[config.mk]
export PLATFORM = sky130hd
export DESIGN_NAME = board_port_arbiter
export DESIGN_NICKNAME = d
export VERILOG_FILES = /design/src/rtl/board_port_arbiter.sv
export SDC_FILE = /design/constraint.sdc
export NUM_CORES = 1
export LEC_CHECK = 0
export ABC_AREA = 1
export CORE_UTILIZATION = 43
export CTS_BUF_LIST = sky130_fd_sc_hd__clkbuf_4
export CTS_CLUSTER_SIZE = 8
export DETAILED_ROUTE_END_ITERATION = 8
export GPL_TIMING_DRIVEN = 0
export HOLD_SLACK_MARGIN = 0.03
export PLACE_DENSITY_LB_ADDON = 0.25
export SKIP_CTS_REPAIR_TIMING = 1
export SYNTH_ARGS = -nofsm -noshare
export SYNTH_HDL_FRONTEND = slang
export SYNTH_SLANG_ARGS = --single-unit
[constraint.sdc]
create_clock -name clk -period 2.41 [get_ports clk]
set_input_delay 0.241 -clock clk [delete_from_list [all_inputs] [get_ports clk]]
set_output_delay 0.241 -clock clk [all_outputs]
set_load 0.01 [all_outputs]
[src/rtl/board_port_arbiter.sv]
// board_port_arbiter: shares the board storage port between the game state
// machine (reads and piece writes), the victory checker and the display
// scanner (reads). Grants are combinational from the req inputs. Accepted
// accesses are issued through a registered memory-side port one cycle
// later, and read results return tagged one cycle after that.
// Optional feature macro: BOARD_ARB_AGING_EN adds a display wait counter.
// When the display has waited MAX_WAIT cycles, it is promoted above the
// checker and above game reads.

module board_port_arbiter #(
    parameter int unsigned MAX_WAIT = 8
) (
    input  logic       clk,
    input  logic       rst,
    // game requester
    input  logic       g_req,
    input  logic       g_we,
    input  logic [2:0] g_row,
    input  logic [2:0] g_col,
    input  logic [1:0] g_wdata,
    output logic       g_gnt,
    // checker requester
    input  logic       c_req,
    input  logic [2:0] c_row,
    input  logic [2:0] c_col,
    output logic       c_gnt,
    // display requester
    input  logic       d_req,
    input  logic [2:0] d_row,
    input  logic [2:0] d_col,
    output logic       d_gnt,
    // board storage side
    output logic [2:0] mem_row,
    output logic [2:0] mem_col,
    output logic [1:0] mem_wdata,
    output logic       mem_write,
    input  logic [1:0] mem_rdata,
    // read return
    output logic       rd_valid,
    output logic [1:0] rd_data,
    output logic [1:0] rd_tag
);

    typedef enum logic [1:0] {
        TAG_GAME  = 2'b00,
        TAG_CHECK = 2'b01,
        TAG_DISP  = 2'b10
    } tag_e;

    // Last reader served. Used to break ties between checker and display.
    typedef enum logic {
        RR_CHECK = 1'b0,
        RR_DISP  = 1'b1
    } rr_e;

    if (MAX_WAIT < 1 || MAX_WAIT > 15) begin : g_bad_max_wait
        $error("MAX_WAIT must be in 1..15");
    end

    rr_e        rr;
    logic       disp_aged;
    logic       any_gnt;
    logic       game_write;
    logic [2:0] sel_row;
    logic [2:0] sel_col;
    tag_e       sel_tag;
    logic       iss_valid;
    tag_e       iss_tag;

`ifdef BOARD_ARB_AGING_EN
    localparam logic [3:0] WAIT_LIMIT = 4'(MAX_WAIT);

    logic [3:0] wait_cnt;

    // Count the cycles the display has been refused. Saturate at 15 and clear when it is served or idle.
    always_ff @(posedge clk) begin
        if (rst) begin
            wait_cnt <= '0;
        end else if (!d_req || d_gnt) begin
            wait_cnt <= '0;
        end else if (wait_cnt != 4'hF) begin
            wait_cnt <= wait_cnt + 4'd1;
        end
    end

    assign disp_aged = (wait_cnt >= WAIT_LIMIT);
`else
    assign disp_aged = 1'b0;
`endif

    // Grant selection: game writes first, then an aged display, then game reads, then checker/display round-robin.
    always_comb begin
        // NOTE: every output of a combinational block gets a default first so no path leaves it unassigned (no latch).
        g_gnt = 1'b0;
        c_gnt = 1'b0;
        d_gnt = 1'b0;
        if (!rst) begin
            if (g_req && g_we) begin
                g_gnt = 1'b1;
            end else if (d_req && disp_aged) begin
                d_gnt = 1'b1;
            end else if (g_req) begin
                g_gnt = 1'b1;
            end else if (c_req && d_req) begin
                if (rr == RR_CHECK) begin
                    d_gnt = 1'b1;
                end else begin
                    c_gnt = 1'b1;
                end
            end else if (c_req) begin
                c_gnt = 1'b1;
            end else if (d_req) begin
                d_gnt = 1'b1;
            end
        end
    end

    assign any_gnt    = g_gnt | c_gnt | d_gnt;
    assign game_write = g_gnt & g_we;

    // Route the granted requester's address and tag toward the issue registers.
    always_comb begin
        sel_row = g_row;
        sel_col = g_col;
        sel_tag = TAG_GAME;
        if (c_gnt) begin
            sel_row = c_row;
            sel_col = c_col;
            sel_tag = TAG_CHECK;
        end else if (d_gnt) begin
            sel_row = d_row;
            sel_col = d_col;
            sel_tag = TAG_DISP;
        end
    end

    // Issue stage: capture the granted access and drive it to storage. Update the round-robin pointer.
    always_ff @(posedge clk) begin
        // NOTE: clocked state uses non-blocking assignments so every register samples pre-edge values.
        if (rst) begin
            mem_row   <= '0;
            mem_col   <= '0;
            mem_wdata <= '0;
            mem_write <= 1'b0;
            iss_valid <= 1'b0;
            iss_tag   <= TAG_GAME;
            rr        <= RR_DISP;
        end else begin
            mem_write <= game_write;
            iss_valid <= any_gnt & ~game_write;
            if (any_gnt) begin
                mem_row <= sel_row;
                mem_col <= sel_col;
                iss_tag <= sel_tag;
            end
            if (game_write) begin
                mem_wdata <= g_wdata;
            end
            if (c_gnt) begin
                rr <= RR_CHECK;
            end else if (d_gnt) begin
                rr <= RR_DISP;
            end
        end
    end

    // Return stage: register storage read data for reads issued last cycle.
    always_ff @(posedge clk) begin
        if (rst) begin
            rd_valid <= 1'b0;
            rd_data  <= '0;
            rd_tag   <= '0;
        end else begin
            rd_valid <= iss_valid;
            if (iss_valid) begin
                rd_data <= mem_rdata;
                rd_tag  <= iss_tag;
            end
        end
    end

endmodule

==> results.cfg <==
[status]
status = completed

[die]
dieHeight_um = 46.5
fp.dieArea_um2 = 2160
ios = 45
fp-row-count = 15
fp.dieW_um = 46.5
design.core.area_um2 = 1780
floorplan.initialDensity = 0.476

[placement]
dp_slack_ns = 0.284
gp_routability_congestion = 0.783
dpl.hpwl_um = 1610
portBuffers = 42
place_area_um2 = 1300

[clock_network]
cts.clk_slew.worst_paths_ns = 0.11
root_buffer = clkbuf_4
h-tree-depth = 1
cts_tree = yes
cts_num_sinks = 18
cts_buffers = 3
clk_latency_ns = 0.29
clock_path_buffers = 2

[drt]
ant_nets = 0
drcViolationCount = 0
drtPass1Iterations = 2
viasPerCell = 4.87
first_iter_violations = 1
wl_per_cell_um = 11.4
route.vias.total = 911
drt_wl_total_um = 2130

[worst_setup_path]
cpMaxStageDelayCell = clkdlybuf4s50_1
arrival_ns = 1.89
r2r-end = iss_tag[0]
end_kind = primary output
path_max_fanout = 10
path_common_cell = clkdlybuf4s50_1
r2r_cells = 4
crit_family = buffers and inverters
crit_required_ns = 2.17
cp_cell_sequence = clkdlybuf4s50_1 -> nor2_4 -> buf_4 -> nand3_1 -> inv_1 -> clkdlybuf4s50_1
critPathCapture = c_gnt
crit_start = rst
path_buf_inv = 4
timing.rr.start = rr
startpoint_type = primary input
reg2reg_slack_ns = 1.42
worstSetupPathType = primary input to primary output
cp_num_cells = 6
slowest_delay_ns = 0.53

[sta]
maxSlewViolCount = 0
rsz0062_at_grt = false
fin_crit_ns = 2.13
final-hold-violation-count = 0
setup_viol = 0
finalWorstSetupSlack_ns = 0.281
max_freq_ghz = 0.470
post-route-period-util = 0.883
clock-skew-final_ns = 0.00526
slew_headroom = 0.833
finalSetupTns_ns = 0
worstMarginPinSlew_ns = 0.250

[power]
ir_drop_v = 0.000423
p_per_area_nw_per_um2 = 498
p_leak_nw = 0.607

[global_route]
grt_pass1_vias = 816
grt_pass1_wl_um = 3470
overflow = 0
grt_max_degree = 11
grt_util_all_layers = 0.228
antenna_found_initial = 0

[logic_synthesis]
synth_top_family_by_area = simple AND/OR/NAND/NOR gates
synth-async-reset-ratio = 0
synth_edf_count = 0
synth_xor_area_frac = 0
synth-simple-area-share = 0.368
synth_mux_area_frac = 0
avgSynthCellArea_um2 = 7.32
synth_compound_area_frac = 0.105
synth_flop_cell = dfxtp_1
syn_nets = 144
synthCells = 116
ys_seq_area_frac = 0.424
yosys_register_bits = 18
syn_area_um2 = 850
ys_types = 16
synthAdderAreaFrac = 0
ys_warn_count = 0

[finish]
diodes = 0
final_cell_mix = clkdlybuf4s50_1, nand2_1, nor2_1, dfxtp_1, nand4_1
design_area_um2 = 1330
area_growth_syn_to_layout_pct = 56.3
final_common_cell = clkdlybuf4s50_1
nets = 191
layout-drive-gt1-share = 0.0864

[hold_path]
min_from = c_req
hp-class = primary input to register

[run]
drv_cap = 0
-- per-layer routing --
metal	vias up	global-route usage	part of all wire
met3	2	0.0627	0.044
li1	474	-	-
met5	-	0	0
met1	410	0.258	0.44
met2	25	0.392	0.50
met4	0	0.100	0.0066
-- report_power, final --
| part | total [mW] | switching [mW] | internal [mW] |
|---|---|---|---|
| registers | 0.331 | 0.0111 | 0.320 |
| logic | 0.175 | 0.0745 | 0.100 |
| clock network | 0.155 | 0.0951 | 0.0603 |
-- worst reg2reg max path, delay by kind of cell (launching register included) --
| family | cells | cell delay [ns] |
|---|---|---|
| buffers and inverters | 1 | 0.05 |
| and+or+nand+nor | 2 | 0.36 |
| DFF | 1 | 0.36 |
| AOI/OAI and AO/OA | 1 | 0.18 |
-- synthesized netlist by cell type, types with 2 or more instances --
master / count / area, um2
nand2_1: 27 / 101
nor2_1: 22 / 82.6
dfxtp_1: 18 / 360
nand4_1: 12 / 75.1
inv_1: 7 / 26.3
nand3_1: 6 / 30.0
o21bai_1: 6 / 45.0
buf_6: 4 / 45.0
o21ai_0: 4 / 20.0
a21oi_1: 3 / 15.0
nand2_2: 2 / 12.5
-- area by class of cell --
| cell class | instances | area, um2 |
|---|---|---|
| Buffer | 6 | 57.6 |
| Multi-Input combinational cell | 84 | 402 |
| Tap cell | 25 | 31.3 |
| Fill cell | 143 | 455 |
| Clock buffer | 3 | 22.5 |
| Clock inverter | 1 | 3.75 |
| Timing Repair Buffer | 42 | 420 |
| Sequential cell | 18 | 360 |
| Inverter | 8 | 30.0 |
-- flip-flops by register name, indices dropped and copies added (netlist names) --
signal and count:
mem_col 3, mem_row 3, iss_tag 2, mem_wdata 2, rd_data 2, rd_tag 2, iss_valid 1, mem_write 1
rd_valid 1, rr 1
-- worst min-delay path by stage --
stage,endpoint,slack (ns),cells after the start
detailed placement,mem_wdata[0],0.46,2
finish,iss_tag[0],0.30,3
global route,iss_tag[1],0.29,3
floorplan,mem_wdata[0],0.35,2
global placement,mem_wdata[0],0.45,2
CTS,iss_tag[0],0.29,3
-- stage by stage --
step | hold WS (ns) | total power [mW] | cells | utilization
floorplan | 0.351 | 0.416 | 116 | -
global placement | 0.452 | 0.508 | 183 | 0.730
detailed placement | 0.464 | 0.513 | 183 | 0.730
CTS | 0.285 | 0.663 | 187 | 0.745
global route | 0.289 | 0.699 | 187 | 0.745
finish | 0.298 | 0.661 | 187 | 0.745
-- logic make-up (layout without fill, tap and decap cells) --
group	Yosys count	after routing
compound gates	14	14
buf+inv	14	60
flops	18	18
simple gates	70	70
No activity file was read; power rests on OpenSTA's default activity.
